## config.mk

```make
export PLATFORM = sky130hd
export DESIGN_NAME = sensor_scheduler
export DESIGN_NICKNAME = d
export VERILOG_FILES = /design/src/rtl/sensor_scheduler.sv
export SDC_FILE = /design/constraint.sdc
export NUM_CORES = 1
export LEC_CHECK = 0
export BUFFER_PORTS_ARGS = -buffer_cell sky130_fd_sc_hd__clkbuf_2
export CAP_MARGIN = 20
export CORE_MARGIN = 10
export CORE_UTILIZATION = 52
export CTS_BUF_LIST = sky130_fd_sc_hd__clkbuf_4 sky130_fd_sc_hd__clkbuf_8 sky130_fd_sc_hd__clkbuf_16
export DETAILED_ROUTE_END_ITERATION = 10
export PLACE_DENSITY_LB_ADDON = 0.05
export SLEW_MARGIN = 20
export SYNTH_ARGS = -nofsm -noshare
export SYNTH_HDL_FRONTEND = slang
export SYNTH_SLANG_ARGS = --single-unit
```

## constraint.sdc

```tcl
create_clock -name CLOCK_50 -period 2 [get_ports CLOCK_50]
set_input_delay 0.4 -clock CLOCK_50 [delete_from_list [all_inputs] [get_ports CLOCK_50]]
set_output_delay 0.4 -clock CLOCK_50 [all_outputs]
set_load 0.01 [all_outputs]
```

## src/rtl/sensor_scheduler.sv

```systemverilog
// Round-robin ultrasonic scheduler: one shared trigger/echo-timing engine serves NUM_SENSORS sensors.
// Optional SENSOR_SCHED_HOLD_EN keeps a per-sensor last-good distance that is reported on timeouts.

module sensor_echo_sync (
  input  logic CLOCK_50,
  input  logic reset,
  input  logic echo,
  output logic sync,
  output logic prev
);
  logic meta;

  // prev is the previous synchronized value, used for edge detection only
  always_ff @(posedge CLOCK_50 or posedge reset) begin
    if (reset) begin
      meta <= 1'b0;
      sync <= 1'b0;
      prev <= 1'b0;
    end else begin
      meta <= echo;
      sync <= meta;
      prev <= sync;
    end
  end
endmodule

module sensor_scheduler #(
  parameter int NUM_SENSORS     = 2,
  parameter int TRIG_CYCLES     = 500,
  parameter int MAX_ECHO_CYCLES = 1900000,
  parameter int GAP_CYCLES      = 3000000
) (
  input  logic                   CLOCK_50,
  input  logic                   reset,
  input  logic                   enable,
  input  logic [NUM_SENSORS-1:0] echo,
  output logic [NUM_SENSORS-1:0] trig,
  output logic [21:0]            dist_data,
  output logic [1:0]             dist_id,
  output logic                   dist_valid,
  output logic                   dist_timeout,
  output logic                   busy
);
  localparam logic [21:0] TRIG_LAST = 22'(TRIG_CYCLES - 1);
  localparam logic [21:0] ECHO_LAST = 22'(MAX_ECHO_CYCLES - 1);
  // the first high cycle is consumed in WAIT_RISE, so MEASURE reaches the limit one count early
  localparam logic [21:0] MEAS_LAST = 22'(MAX_ECHO_CYCLES - 2);
  localparam logic [21:0] GAP_LAST  = 22'(GAP_CYCLES - 1);
  localparam logic [21:0] MAX_VAL   = 22'(MAX_ECHO_CYCLES);

  typedef enum logic [2:0] {IDLE, TRIG, WAIT_RISE, MEASURE, GAP} state_t;

  typedef struct packed {
    logic        vld;
    logic        to;
    logic [21:0] data;
  } result_t;

  state_t                 state, state_nx;
  logic [21:0]            cnt, cnt_nx;
  logic [1:0]             cur_id, id_nx;
  logic [NUM_SENSORS-1:0] echo_s, echo_p, sel_oh;
  logic                   sel_echo, sel_rise;
  logic [21:0]            to_data;
  result_t                res;

  for (genvar g = 0; g < NUM_SENSORS; g++) begin : g_sync
    sensor_echo_sync u_sync (
      .CLOCK_50 (CLOCK_50),
      .reset    (reset),
      .echo     (echo[g]),
      .sync     (echo_s[g]),
      .prev     (echo_p[g])
    );
  end

  assign sel_oh   = NUM_SENSORS'(1) << cur_id;
  assign sel_echo = |(echo_s & sel_oh);
  assign sel_rise = sel_echo & ~|(echo_p & sel_oh);
  assign trig     = (state == TRIG) ? sel_oh : '0;
  assign busy     = (state != IDLE);

`ifdef SENSOR_SCHED_HOLD_EN
  logic [NUM_SENSORS-1:0][21:0] last_good;

  always_comb begin
    to_data = '0;
    for (int i = 0; i < NUM_SENSORS; i++)
      if (cur_id == 2'(i)) to_data = last_good[i];
  end

  always_ff @(posedge CLOCK_50 or posedge reset) begin
    if (reset) begin
      last_good <= '0;
    end else if (res.vld && !res.to) begin
      for (int i = 0; i < NUM_SENSORS; i++)
        if (cur_id == 2'(i)) last_good[i] <= res.data;
    end
  end
`else
  assign to_data = MAX_VAL;
`endif

  always_comb begin
    state_nx = state;
    cnt_nx   = cnt + 22'd1;
    id_nx    = cur_id;
    res.vld  = 1'b0;
    res.to   = 1'b0;
    res.data = cnt + 22'd1;
    case (state)
      IDLE: begin
        cnt_nx = '0;
        if (enable) state_nx = TRIG;
      end
      TRIG: begin
        if (cnt == TRIG_LAST) begin
          state_nx = WAIT_RISE;
          cnt_nx   = '0;
        end
      end
      WAIT_RISE: begin
        if (sel_rise) begin
          state_nx = MEASURE;
          cnt_nx   = '0;
        end else if (cnt == ECHO_LAST) begin
          state_nx = GAP;
          cnt_nx   = '0;
          res.vld  = 1'b1;
          res.to   = 1'b1;
          res.data = to_data;
        end
      end
      MEASURE: begin
        if (!sel_echo) begin
          state_nx = GAP;
          cnt_nx   = '0;
          res.vld  = 1'b1;
        end else if (cnt == MEAS_LAST) begin
          state_nx = GAP;
          cnt_nx   = '0;
          res.vld  = 1'b1;
          res.to   = 1'b1;
          res.data = to_data;
        end
      end
      GAP: begin
        if (cnt == GAP_LAST) begin
          cnt_nx   = '0;
          id_nx    = (cur_id == 2'(NUM_SENSORS - 1)) ? 2'd0 : cur_id + 2'd1;
          state_nx = enable ? TRIG : IDLE;
        end
      end
      default: begin
        state_nx = IDLE;
        cnt_nx   = '0;
      end
    endcase
  end

  always_ff @(posedge CLOCK_50 or posedge reset) begin
    if (reset) begin
      state        <= IDLE;
      cnt          <= '0;
      cur_id       <= '0;
      dist_valid   <= 1'b0;
      dist_data    <= '0;
      dist_id      <= '0;
      dist_timeout <= 1'b0;
    end else begin
      state      <= state_nx;
      cnt        <= cnt_nx;
      cur_id     <= id_nx;
      dist_valid <= res.vld;
      if (res.vld) begin
        dist_data    <= res.data;
        dist_id      <= cur_id;
        dist_timeout <= res.to;
      end
    end
  end
endmodule

```

# After elaboration in Yosys (flattened, before gate mapping)
# Cells that the tools add are included.
# totals
output_inout_bits	29
register_bits	59
# op_classes
bitwise	3
n_reduce_logical	7
shifts	1
addsub	2
n_mux	24
eq_ne	14
# op_table
cell	n
$mux 22	6
$pmux 22 s4	1
$mux 24	3
$pmux 24 s2	1
$eq 22x21->1 const B	2
$mux 23	1
$add 22x1->22 const B	1
$eq 22x22->1 const B	1
$eq 22x9->1 const B	1
$mux 3	7
$pmux 3 s5	1
$eq 3x2->1 const B	2
$ne 3x3->1 const B	2
$reduce_and 5->1	1
$and 2x2->2	2
$mux 2	2
$ne 2x2->1 const B	2
$reduce_or 2->1	2
$eq 3x1->1 const B	1
$eq 3x3->1 const B	1
$logic_not 3->1	1
$reduce_bool 3->1	1
$add 2x1->2 const B	1
$eq 2x1->1 const B	1
6 further kinds	7

# Logic depth before layout (Yosys ltp)
# logic_depth
depth_word	7
mapped_depth	9
depth_no_buf	8

# Hierarchy
# Synthesis repeated with hierarchy kept, for this count alone.
# hier_totals
cells_unflattened	250
hier_area_um2	2651.3
# modules_own_cells
mod	seq_area_each_um2	instances	area_per_inst_um2	cells_per_inst
sensor_scheduler	1326.3	1	2493.6	242
sensor_echo_sync	75.1	2	78.8	4

# Worst setup path before layout
# No wires, ideal clock.
# synth_timing
path_kind	reg2reg
from	register cnt[0]
to	register state[0]
path_buffers	1
arrival_ns	1.911
synth_period_minus_slack_ns	2.038
path_stages_with_launch	8
slack_ns	-0.038
setup_time_ns	0.128
path_cell_list	dfrtp_1 ha_1 and3_1 buf_4 nor3b_4 a211o_2 o2111a_1 mux2_1
# synth_via
elab_chain_cells	3
word_cells_on_any_way	9
# synth_lines
element	line_no	source
start: declaration	60	logic [21:0] cnt, cnt_nx;
start signal: assignment	172	cnt <= cnt_nx;
$eq 22x21->1 (tied with other cells)	126	end else if (cnt == ECHO_LAST) begin
$ne 3x3->1 (no source line) (tied with other cells)	-	
$reduce_and 5->1 (no source line) *	-	
end signal: assignment	171	state <= state_nx;
end: declaration	59	state_t state, state_nx;
# Every way passes the cells marked *; elsewhere a longest branch is shown, timed or not.
# A chain may end at the register's enable or synchronous reset.

# Worst setup path after layout
# layout_timing
from	register cnt[1]
to	register state[0]
# The elaborated chain is that of the path after synthesis.

==> flow_summary_export.csv <==
group,metric,value,unit
status,status,"finished with violations",
status,violations,"setup timing",
global_routing,gr-total-overflow,0,
routing,viasPerCell,5.43,
sta,slew_viol_final,0,
pwr,p_int,2810,uW
routing,drtPass1Iterations,4,
critical_path,worst_setup_path_start_kind,"flip-flop",
place,io_buffer_count,33,
synth,syn_area,2810,sq um
sta,fin_crit_sh,1.00,
routing,num_vias,2138,
pwr,switching_share,0.322,
pwr,p_total,4140,uW
critical_path,criticalPathCategory,"flip-flop to flip-flop",
floorplanning,start_util,0.544,
sta,setup-tns-final,-0.00157,ns
global_routing,antenna_found_initial,0,
global_routing,grt_max_degree,60,
global_routing,grt_pass1_vias,2224,
cells_and_area,final_common_cell,"dfrtp_1",
cells_and_area,area_growth,27.1,%
routing,ant_nets,0,
sta,finalSetupViolations,1,
sta,finalWorstSetupSlack,-0.00157,ns
cts,clockBufferDepth,2,
pwr,p_clk_frac,0.285,
critical_path,crit_required,2.21,ns
critical_path,cp_data_arrival_time,2.21,ns
sta,clock.fmax,500,MHz
place,hpwlAfterDp,4.67,mm
floorplanning,fp.dieW,93.6,um
floorplanning,dieArea,8750,sq um
cells_and_area,final_cell_mix,"58 x dfrtp_1, 35 x buf_4, 33 x clkbuf_2",
cells_and_area,nets,326,
place,place_congestion,0.893,
global_routing,grt_pass1_wl,11.1,mm
floorplanning,num_rows,26,
synth,synth-edff-count,0,
synth,ys_seq_area_frac,0.525,
cts,cts_tree,"yes",
sta,finalHoldViolations,0,
worst_hold_path,hp-class,"primary input to async pin",
cts,cts_made_buffers,9,
pwr,power_density,1160,nW/um^2
cts,worstSkewPairLatency,0.33,ns
pwr,p_switching,1330,uW
synth,synth-main-ff-cell,"dfrtp_1",
pwr,combinationalPowerShare,0.333,
synth,async_flop_share,1.00,
cts,root_buffer,"clkbuf_8",
synth,synth.avg_cell_area,11.3,sq um
sta,clock_skew,0.00962,ns
synth,ys_ff_latch,59,
cts,clock_sinks,59,
cells_and_area,n_antenna_cell,0,
floorplanning,core,5170,sq um
floorplanning,die_h,93.6,um
synth,synthCells,250,
global_routing,grt_usage,0.159,
cts,hold_buffers,0,
cells_and_area,drive_gt1_frac,0.386,
floorplanning,pin_count,34,
critical_path,critPathMaxFanout,3,
critical_path,critPathCaptureType,"flip-flop",
sta,slew_headroom,0.751,
sta,post-route-min-period,2.00,ns
routing,wl_per_cell,16.3,um
routing,wl,6.43,mm
pwr,p_leak,0.00162,uW
pwr,power_frac_seq,0.382,
sta,rsz0062_at_grt,"yes",
cts,clk_pin_slew,0.07,ns
sta,worst_pin_slew,0.369,ns
routing,drt_iter0_drc,125,
pwr,vdd_drop_max,0.669,mV
synth,ys_types,61,
synth,yosys_warnings,0,
cts,htree_levels,3,
job,maxCapViolations,0,
routing,drc,0,
synth,syn-num-nets,257,
-- registers in the layout (all words and copies together), names as in the netlist --
register            cells
cnt                    22
g_sync.u_sync.sync      2
cur_id                  2
dist_valid              1
dist_data              22
g_sync.u_sync.prev      2
dist_id                 2
dist_timeout            1
state                   3
g_sync.u_sync.meta      2
-- area by class of cell --
cell class / instances / area, sq um
fillers: 387 / 1600
flip-flops and latches: 59 / 1480
multi-input cells: 171 / 1280
repair buffers: 72 / 482
clock buffers: 11 / 139
well taps: 70 / 87.6
clock inverters: 5 / 77.6
inverters: 6 / 27.5
-- cells by family after synthesis --
kind of cell / after synthesis / synth area share
AND/OR/NAND/NOR: 101 / 0.199
XOR/XNOR: 21 / 0.0654
AO/OA/AOI/OAI: 44 / 0.137
buffers and inverters: 20 / 0.0525
flip-flops: 59 / 0.525
multiplexers: 3 / 0.0129
adder cells (fa/ha/maj): 2 / 0.00889
-- stage by stage --
step | setup WS [ns] | hold slack (ns) | cell area [sq um] | util | instances
6_report | -0.00157 | 0.101 | 3580 | 0.691 | 394
5_1_grt | -0.0591 | 0.128 | 3580 | 0.691 | 394
4_1_cts | -0.00776 | 0.110 | 3480 | 0.674 | 393
3_5_place_dp | -0.0779 | 0.337 | 3210 | 0.620 | 372
3_3_place_gp | -0.0194 | 0.335 | 3210 | 0.620 | 372
2_1_floorplan | -0.0380 | 0.331 | 2820 | - | 250
-- path summary, 6_finish.rpt --
path,depth (start not counted),slack [ns],from,to
max,7,-0.002,cnt[1],state[0]
min,3,0.10,reset,dist_data[4]
min reg2reg,0,0.35,g_sync[1].u_sync.meta,g_sync[1].u_sync.sync
max reg2reg,7,-0.002,cnt[1],state[0]
min in group CLOCK_50,1,0.17,echo[1],g_sync[1].u_sync.meta
max in group asynchronous,3,1.62,reset,state[0]
-- synthesized netlist by cell type (2+ instances only) --
| master | instances | area, sq um |
|---|---|---|
| o2bb2ai_1 | 8 | 70.1 |
| and3_1 | 2 | 12.5 |
| a22o_1 | 3 | 26.3 |
| nor2_1 | 31 | 116 |
| dfrtp_1 | 59 | 1480 |
| ha_1 | 2 | 25.0 |
| buf_2 | 4 | 20.0 |
| a21oi_1 | 2 | 10.0 |
| buf_6 | 2 | 22.5 |
| a2bb2oi_2 | 4 | 60.1 |
| nor4_1 | 3 | 18.8 |
| o21ai_0 | 7 | 35.0 |
| nand4_1 | 6 | 37.5 |
| inv_1 | 5 | 18.8 |
| a2bb2oi_1 | 2 | 17.5 |
| nand2b_1 | 2 | 12.5 |
| o21a_1 | 5 | 37.5 |
| clkbuf_1 | 2 | 7.51 |
| xnor2_1 | 7 | 61.3 |
| nand3_1 | 12 | 60.1 |
| nor3b_1 | 2 | 15.0 |
| nor2b_1 | 5 | 31.3 |
| nand2_1 | 14 | 52.6 |
| a21o_2 | 2 | 17.5 |
| xor2_1 | 14 | 123 |
| nor3_1 | 5 | 25.0 |
| and4_1 | 6 | 52.6 |
-- critical path, cell delays in order (launching register included) --
cell,delay (ns)
dfrtp_1,0.39
ha_2,0.20
and3_4,0.18
nor3b_4,0.16
buf_4,0.14
a211o_4,0.32
o2111a_2,0.19
mux2_4,0.30
-- power by group through the flow --
stage               combinational (uW)  sequential (uW)  clock [uW]
floorplan                          738             1640           0
global placement                  1240             1590           0
detailed placement                1250             1600           0
CTS                               1330             1570        1200
global route                      1510             1610        1260
finish                            1380             1580        1180
-- routing by layer --
metal,global-route usage,wire length (um),vias to the layer above
met3,0.0600,371,8
met1,0.202,3000,1045
met5,0,0,-
li1,-,-,1035
met4,0.0468,77,0
met2,0.247,2980,50
-- timing repair --
item                       4_1_cts  5_1_grt
pin swaps                        3        7
buffers inserted                 5        1
setup endpoints to repair       20       47
resized for setup                7       17
(Power assumes the default switching activity.)
